### src/rtl/uart_cmd_ctrl_if.sv
// Byte-stream input and register-write/status outputs of the UART command sequencer.
// The controller uses the master modport; its environment uses the slave modport.
interface uart_cmd_ctrl_if;
  logic        i_rx_byte_rdy;
  logic [7:0]  i_rx_byte;
  logic        o_wr_en;
  logic [7:0]  o_wr_addr;
  logic [15:0] o_wr_data;
  logic        o_busy;
  logic        o_err_cksum;
  logic        o_err_timeout;
  logic [7:0]  o_err_count;
  logic [7:0]  o_pkt_count;

  modport master (
    input  i_rx_byte_rdy, i_rx_byte,
    output o_wr_en, o_wr_addr, o_wr_data, o_busy,
    output o_err_cksum, o_err_timeout, o_err_count, o_pkt_count
  );

  modport slave (
    output i_rx_byte_rdy, i_rx_byte,
    input  o_wr_en, o_wr_addr, o_wr_data, o_busy,
    input  o_err_cksum, o_err_timeout, o_err_count, o_pkt_count
  );
endinterface

### src/rtl/uart_cmd_ctrl.sv
// Frames 5-byte write packets (sync, addr, hi, lo, checksum) from the uart_rx byte stream
// and issues them as single-cycle register writes. Bad checksums and inter-byte timeouts are flagged.
module uart_cmd_ctrl #(
  parameter logic [7:0]  SYNC_BYTE    = 8'hA5,
  parameter int unsigned TIMEOUT_CLKS = 100000
) (
  input logic            i_clk,
  input logic            i_rst,
  uart_cmd_ctrl_if.master bus
);

  typedef enum logic [2:0] {IDLE, ADDR, DHI, DLO, CKSUM} state_t;

  localparam logic [19:0] TIMEOUT_LAST = 20'(TIMEOUT_CLKS - 1);

  state_t      state, state_next;
  logic [19:0] gap_cnt, gap_cnt_next;
  logic [7:0]  addr_q, addr_next;
  logic [7:0]  hi_q, hi_next;
  logic [7:0]  lo_q, lo_next;
  logic [7:0]  sum;

  logic        wr_en_q, wr_en_next;
  logic [7:0]  wr_addr_q, wr_addr_next;
  logic [15:0] wr_data_q, wr_data_next;
  logic        busy_q, busy_next;
  logic        err_cksum_q, err_cksum_next;
  logic        err_timeout_q, err_timeout_next;
  logic [7:0]  err_count_q, err_count_next;
  logic [7:0]  pkt_count_q, pkt_count_next;

  always_ff @(posedge i_clk) begin
    if (i_rst) begin
      state         <= IDLE;
      gap_cnt       <= '0;
      addr_q        <= '0;
      hi_q          <= '0;
      lo_q          <= '0;
      wr_en_q       <= 1'b0;
      wr_addr_q     <= '0;
      wr_data_q     <= '0;
      busy_q        <= 1'b0;
      err_cksum_q   <= 1'b0;
      err_timeout_q <= 1'b0;
      err_count_q   <= '0;
      pkt_count_q   <= '0;
    end else begin
      state         <= state_next;
      gap_cnt       <= gap_cnt_next;
      addr_q        <= addr_next;
      hi_q          <= hi_next;
      lo_q          <= lo_next;
      wr_en_q       <= wr_en_next;
      wr_addr_q     <= wr_addr_next;
      wr_data_q     <= wr_data_next;
      busy_q        <= busy_next;
      err_cksum_q   <= err_cksum_next;
      err_timeout_q <= err_timeout_next;
      err_count_q   <= err_count_next;
      pkt_count_q   <= pkt_count_next;
    end
  end

  always_comb begin
    state_next       = state;
    gap_cnt_next     = gap_cnt;
    addr_next        = addr_q;
    hi_next          = hi_q;
    lo_next          = lo_q;
    wr_en_next       = 1'b0;
    wr_addr_next     = wr_addr_q;
    wr_data_next     = wr_data_q;
    err_cksum_next   = 1'b0;
    err_timeout_next = 1'b0;
    err_count_next   = err_count_q;
    pkt_count_next   = pkt_count_q;
    sum              = addr_q + hi_q + lo_q + bus.i_rx_byte;

    case (state)
      IDLE: begin
        gap_cnt_next = '0;
        if (bus.i_rx_byte_rdy && bus.i_rx_byte == SYNC_BYTE) begin
          state_next = ADDR;
        end
      end
      default: begin
        // A strobe always wins over a timeout landing in the same cycle.
        if (bus.i_rx_byte_rdy) begin
          gap_cnt_next = '0;
          case (state)
            ADDR: begin
              addr_next  = bus.i_rx_byte;
              state_next = DHI;
            end
            DHI: begin
              hi_next    = bus.i_rx_byte;
              state_next = DLO;
            end
            DLO: begin
              lo_next    = bus.i_rx_byte;
              state_next = CKSUM;
            end
            default: begin
              state_next = IDLE;
              if (sum == 8'h00) begin
                wr_en_next   = 1'b1;
                wr_addr_next = addr_q;
                wr_data_next = {hi_q, lo_q};
              end else begin
                err_cksum_next = 1'b1;
              end
            end
          endcase
        end else if (gap_cnt == TIMEOUT_LAST) begin
          err_timeout_next = 1'b1;
          state_next       = IDLE;
          gap_cnt_next     = '0;
        end else begin
          gap_cnt_next = gap_cnt + 20'd1;
        end
      end
    endcase

    if ((err_cksum_next || err_timeout_next) && err_count_q != 8'hFF) begin
      err_count_next = err_count_q + 8'd1;
    end
    if (wr_en_next) begin
      pkt_count_next = pkt_count_q + 8'd1;
    end
    busy_next = (state_next != IDLE);
  end

  assign bus.o_wr_en       = wr_en_q;
  assign bus.o_wr_addr     = wr_addr_q;
  assign bus.o_wr_data     = wr_data_q;
  assign bus.o_busy        = busy_q;
  assign bus.o_err_cksum   = err_cksum_q;
  assign bus.o_err_timeout = err_timeout_q;
  assign bus.o_err_count   = err_count_q;
  assign bus.o_pkt_count   = pkt_count_q;

endmodule
### src/flat_wrapper.sv
// flat-port wrapper written by rule: the top's interface ports become plain ports
module uart_cmd_ctrl_flat 
#(
  parameter logic [7:0]  SYNC_BYTE    = 8'hA5,
  parameter int unsigned TIMEOUT_CLKS = 100000
)
  (i_clk, i_rst, bus_i_rx_byte_rdy, bus_i_rx_byte, bus_o_wr_en, bus_o_wr_addr, bus_o_wr_data, bus_o_busy, bus_o_err_cksum, bus_o_err_timeout, bus_o_err_count, bus_o_pkt_count);
  uart_cmd_ctrl_if bus_i ();
  input logic i_clk;
  input logic i_rst;
  input wire logic [$bits(bus_i.i_rx_byte_rdy)-1:0] bus_i_rx_byte_rdy;
  input wire logic [$bits(bus_i.i_rx_byte)-1:0] bus_i_rx_byte;
  output wire logic [$bits(bus_i.o_wr_en)-1:0] bus_o_wr_en;
  output wire logic [$bits(bus_i.o_wr_addr)-1:0] bus_o_wr_addr;
  output wire logic [$bits(bus_i.o_wr_data)-1:0] bus_o_wr_data;
  output wire logic [$bits(bus_i.o_busy)-1:0] bus_o_busy;
  output wire logic [$bits(bus_i.o_err_cksum)-1:0] bus_o_err_cksum;
  output wire logic [$bits(bus_i.o_err_timeout)-1:0] bus_o_err_timeout;
  output wire logic [$bits(bus_i.o_err_count)-1:0] bus_o_err_count;
  output wire logic [$bits(bus_i.o_pkt_count)-1:0] bus_o_pkt_count;
  assign bus_i.i_rx_byte_rdy = bus_i_rx_byte_rdy;
  assign bus_i.i_rx_byte = bus_i_rx_byte;
  assign bus_o_wr_en = bus_i.o_wr_en;
  assign bus_o_wr_addr = bus_i.o_wr_addr;
  assign bus_o_wr_data = bus_i.o_wr_data;
  assign bus_o_busy = bus_i.o_busy;
  assign bus_o_err_cksum = bus_i.o_err_cksum;
  assign bus_o_err_timeout = bus_i.o_err_timeout;
  assign bus_o_err_count = bus_i.o_err_count;
  assign bus_o_pkt_count = bus_i.o_pkt_count;
  uart_cmd_ctrl #(.SYNC_BYTE(SYNC_BYTE), .TIMEOUT_CLKS(TIMEOUT_CLKS)) u_core (.i_clk(i_clk), .i_rst(i_rst), .bus(bus_i));
endmodule
### config.mk
export PLATFORM = sky130hd
export DESIGN_NAME = uart_cmd_ctrl_flat
export DESIGN_NICKNAME = d
export VERILOG_FILES = /design/src/rtl/uart_cmd_ctrl_if.sv /design/src/rtl/uart_cmd_ctrl.sv /design/src/flat_wrapper.sv
export SDC_FILE = /design/constraint.sdc
export NUM_CORES = 1
export LEC_CHECK = 0
export ABC_AREA = 1
export BUFFER_PORTS_ARGS = -buffer_cell sky130_fd_sc_hd__buf_4
export CAP_MARGIN = 20
export CORE_MARGIN = 2
export CORE_UTILIZATION = 58
export DETAILED_ROUTE_END_ITERATION = 7
export PLACE_DENSITY = 0.8
export SETUP_SLACK_MARGIN = 0.4
export SYNTH_ARGS = -nofsm -noshare
export SYNTH_HDL_FRONTEND = slang
export SYNTH_SLANG_ARGS = --single-unit
export TNS_END_PERCENT = 1
### constraint.sdc
create_clock -name i_clk -period 4.95 [get_ports i_clk]
set_input_delay 0.99 -clock i_clk [delete_from_list [all_inputs] [get_ports i_clk]]
set_output_delay 0.99 -clock i_clk [all_outputs]
set_load 0.02 [all_outputs]
Word-level counts from Yosys, hierarchy flattened:

Index checks and enable logic that the tools add are counted.

* register bits: 91
* bits of input ports: 11
* output and inout bits: 44
* logic and storage cells: 55

* add/sub/neg operators: 6
* equal/unequal tests: 6
* multiplexer cells: 16
* bitwise gates (word level): 2
* reductions and logical operators: 12

Operator list (number)
* adder 8 bit: 3
* adder 20 x 1 -> 20 bit, second input constant: 1
* equality test 20 x 17 -> 1 bit, second input constant: 1
* adder 8 x 1 -> 8 bit, second input constant: 2
* two-way mux 3 bit: 4
* two-way mux 1 bit: 11
* one-hot mux 3 bit (3 select lines): 1
* AND reduction 3 bit: 3
* equality test 8 bit, second input constant: 1
* zero test 8 bit: 1
* inequality test 8 bit, second input constant: 1
* equality test 3 x 2 -> 1 bit, second input constant: 2
* AND reduction 4 bit: 1
* OR reduction 4 bit: 1
* equality test 3 x 1 -> 1 bit, second input constant: 1
* zero test 3 bit: 1
* nonzero test 3 bit: 1
* OR reduction 3 bit: 1
* logical AND 1 bit: 2
* inverter 1 bit: 2
* logical OR 1 bit: 1

Longest topological paths before layout:

* word-level depth: 10
* gate-level depth with buffers: 19

Worst setup path after synthesis:

No wires, ideal clock.

* kind: input to register
* from: input bus_i_rx_byte[1]
* to: register u_core.pkt_count_q[6], in the netlist u_core.bus.o_pkt_count[6]
* arrival time: 3.733 ns
* required time: 4.837 ns
* setup slack: 1.103 ns
* cell stages on the path: 16
* buffers on the path: 1
* path through: fa_1 fa_1 ha_1 inv_1 fa_1 inv_1 nand3_1 nand3_1 nand2_1 nor3_2 nand4_1 nor3_2 buf_4 nand2_1 o21ai_1 nor2_1

* word-level cells in the longest chain between the ends: 6

Ends and longest elaborated chain
* from (decl): RTL line flat_wrapper.sv:12 `input wire logic [$bits(bus_i.i_rx_byte)-1:0] bus_i_rx_byte;`
* adder 8 bit: RTL line uart_cmd_ctrl.sv:77 `sum = addr_q + hi_q + lo_q + bus.i_rx_byte;`
* zero test 8 bit: RTL line uart_cmd_ctrl.sv:105 `if (sum == 8'h00) begin`
* two-way mux 1 bit: RTL line uart_cmd_ctrl.sv:105
* two-way mux 1 bit: RTL line uart_cmd_ctrl.sv:90 `case (state)`
* two-way mux 1 bit: RTL line uart_cmd_ctrl.sv:88 `if (bus.i_rx_byte_rdy) begin`
* two-way mux 1 bit: RTL line uart_cmd_ctrl.sv:79 `case (state)`
* to (signal assigned): RTL line uart_cmd_ctrl.sv:60 `pkt_count_q <= pkt_count_next;`
* to (decl): RTL line uart_cmd_ctrl.sv:30 `logic [7:0] pkt_count_q, pkt_count_next;`

No other way between the ends.
A chain may end at the register's enable or synchronous reset.

Worst setup path in the final report:

Ends and elaborated chain as after synthesis.

==> flow_summary.toml <==
[status]
status = "complete, no violations"

[power]
power_mw = 1.32
p_sw_share_pct = 22.1
p_switching_uw = 293
clockPowerShare_pct = 41.4
seq_power_share_pct = 55.2
power_density_nw_per_um2 = 258
p_int_mw = 1.03
comb_power_share_pct = 3.4
vdd_drop_max_v = 0.000239
p_leak_nw = 2.35

[route]
vias = 4006
dr_wl_met2_um = 4860
drc = 0
routed_wl_um = 9810
postRouteAntennaNets = 0
drtPass1Iterations = 4
viasPerCell = 5.26
dr.first_iter.drc_count = 187
drt-met1-wl_um = 4230
top_layer = "met4"
detail_route.wl_per_cell_um = 12.9
wl_met3_um = 559

[worst_setup_path]
end_kind = "flop"
r2r_cells = 16
required_ps = 5210
crit_type = "in2reg"
r2r_end = "u_core.bus.o_pkt_count[6]"
r2r_start = "u_core.hi_q[1]"
cp_common_cell = "fa_1"
cp_max_fo = 30
crit_path_start_kind = "input port"
max_stage_delay_ps = 540
cp_slowest_cell = "fa_1"
r2r_slack_ps = 1310
path_cells = "buf_4 -> fa_1 -> fa_1 -> ha_1 -> inv_1 -> fa_1 -> inv_1 -> nand3_1 -> nand3_1 -> nand2_1 -> nor3_2 -> nand4_1 -> nor3_2 -> buf_4 -> nand2_1 -> o21ai_1 -> nor2_1"
arrival_ps = 4270

[cts]
cts_sinks = 91
cts_resized = 0
htreeDepth = 3
clk_path_buf_depth = 2
cts_tree = "done"
cts_hold_buf = 0
root_buffer = "clkbuf_8"
postCtsSetupBuffers = 0
clk_transition_reported_paths_ps = 80
clk_latency_ps = 370
cts_buffers = 9

[placed_design]
pre_cts_slack_ps = 565
gp_congestion = 0.924
dp_hpwl_um = 7280
placed_area_um2 = 4910
portBuffers = 54

[finish]
syn_to_final_growth_pct = 15.9
layout_commonest_cell = "nor2_1"
drive_above_1_share_pct = 12.7
fin_nets = 693
final.fill_count = 622
finalInstanceArea_um2 = 5130
antenna_cells = 0
most-common-layout-cells = "118 x nor2_1, 100 x nand2_1, 91 x dfxtp_1"
seq_area_um2 = 1820
multi_input_area_um2 = 2250

[die]
die_y_um = 91.3
placementRows = 31
die_area_um2 = 8340
die_w_um = 91.3
initial_core_util_pct = 60.3
ios = 55
core_um2 = 7330

[grt]
overflow = 0
antenna_found_initial = 0
grt_max_degree = 55
grt_pass1_wl_um = 16900
grt_pass1_vias = 3871
grt_util_all_layers_pct = 24.9

[timing]
clock_skew_ps = 10.5
rsz0062_at_grt = "false"
finalCriticalPeriod_ps = 4010
tightest_slew_ps = 905
final_max_slew_viol_count = 0
final.period_utilization_pct = 81.1
maxSlewHeadroom_pct = 39.4
whs_ps = 443
setup_tns_ps = 0
finalSetupViolations = 0
finalWorstSetupSlack_ps = 936
hold_viol = 0
fmax_mhz = 249

[synthesis]
yosys_most_used_dff = "dfxtp_1"
synth.distinct_cells = 32
async_reset_ff_share_pct = 0
synth_nets = 641
synthesis.area_um2 = 4420
ys_ff_latch = 91
synth_edf_count = 0
synthCells = 606
avgSynthCellArea_um2 = 7.30
ys_seq_area_share_pct = 41.2
yosys_warnings = 0

[min_path]
min_from = "u_core.gap_cnt[0]"
worstHoldEndpoint = "u_core.gap_cnt[0]"
hp-class = "reg2reg"
hold-path-cell-count = 1

[run]
maxCapViolations = 0
cell usage after synthesis, types with 3 or more instances:
master	n	share of area, %
nor3_2	4	0.91
o21ai_0	56	6.3
a21oi_1	33	3.7
nand4_1	11	1.6
nor3b_1	4	0.68
nor2_1	118	10
o21ai_1	5	0.57
nor3_1	11	1.2
xnor2_1	4	0.79
dfxtp_1	91	41
xor2_1	7	1.4
fa_1	14	6.3
nor4_1	5	0.71
clkbuf_1	12	1.0
nand2_1	100	8.5
nand3_1	28	3.2
ha_1	10	2.8
nor2_2	3	0.42
buf_2	4	0.45
inv_1	71	6.0
registers in the layout (all words and copies together), names as in the netlist, 3 cells and up:
name / cells
u_core.addr_q: 8
u_core.bus.o_err_count: 8
u_core.bus.o_pkt_count: 8
u_core.bus.o_wr_addr: 8
u_core.bus.o_wr_data: 16
u_core.gap_cnt: 20
u_core.hi_q: 8
u_core.lo_q: 8
u_core.state: 3
routing by layer:
layer,track usage [%],up-vias
met4,6.82,0
li1,-,2045
met2,43.8,103
met1,30.9,1846
met5,0,-
met3,5.31,12
metrics by stage:
| step | utilization (%) | cells |
|---|---|---|
| floorplan | - | 606 |
| global placement | 67.0 | 746 |
| detailed placement | 67.0 | 746 |
| CTS | 69.9 | 762 |
| global route | 69.9 | 762 |
| finish | 69.9 | 762 |
cell families after synthesis:
logic type | Yosys count | synth area share (%)
AOI/OAI and AO/OA | 98 | 11.3
xor gates and xnor gates | 11 | 2.18
adders and majority gates | 24 | 9.17
buffers and inverters | 92 | 8.01
DFF | 91 | 41.2
and+or+nand+nor | 290 | 28.1
worst max-delay path by stage:
| stage | cells after the start | to | startpoint | slack (ps) |
|---|---|---|---|---|
| floorplan | 16 | u_core.bus.o_pkt_count[6] | bus_i_rx_byte[1] | 1100 |
| global placement | 17 | u_core.bus.o_pkt_count[6] | bus_i_rx_byte[1] | 730 |
| detailed placement | 17 | u_core.bus.o_pkt_count[6] | bus_i_rx_byte[1] | 570 |
| CTS | 17 | u_core.bus.o_pkt_count[6] | bus_i_rx_byte[1] | 950 |
| global route | 18 | u_core.bus.o_pkt_count[6] | bus_i_rx_byte[1] | 720 |
| finish | 17 | u_core.bus.o_pkt_count[6] | bus_i_rx_byte[1] | 940 |
area by class of cell:
cell class / count / area share, %
multi-input combinational: 423 / 43.8
inverter: 75 / 5.49
timing repair buffer: 58 / 8.49
tap: 99 / 2.42
clock inverter: 6 / 1.76
clock buffer: 10 / 2.49
sequential: 91 / 35.5
power by group through the flow:
stage | Sequential [mW] | Clock (mW) | Combinational [mW]
3_5_place_dp | 0.749 | 0 | 0.0446
5_1_grt | 0.732 | 0.586 | 0.0502
3_3_place_gp | 0.749 | 0 | 0.0432
2_1_floorplan | 0.749 | 0 | 0.0266
6_report | 0.731 | 0.548 | 0.0451
4_1_cts | 0.731 | 0.557 | 0.0448
worst max-delay path, delay by kind of cell:
| kind | cells | cell delay (ps) |
|---|---|---|
| buffers and inverters | 4 | 570 |
| AO/OA/AOI/OAI | 1 | 130 |
| AND/OR/NAND/NOR | 8 | 930 |
| adder cells (fa/ha/maj) | 4 | 1650 |
Power figures use the tool's default switching activity.
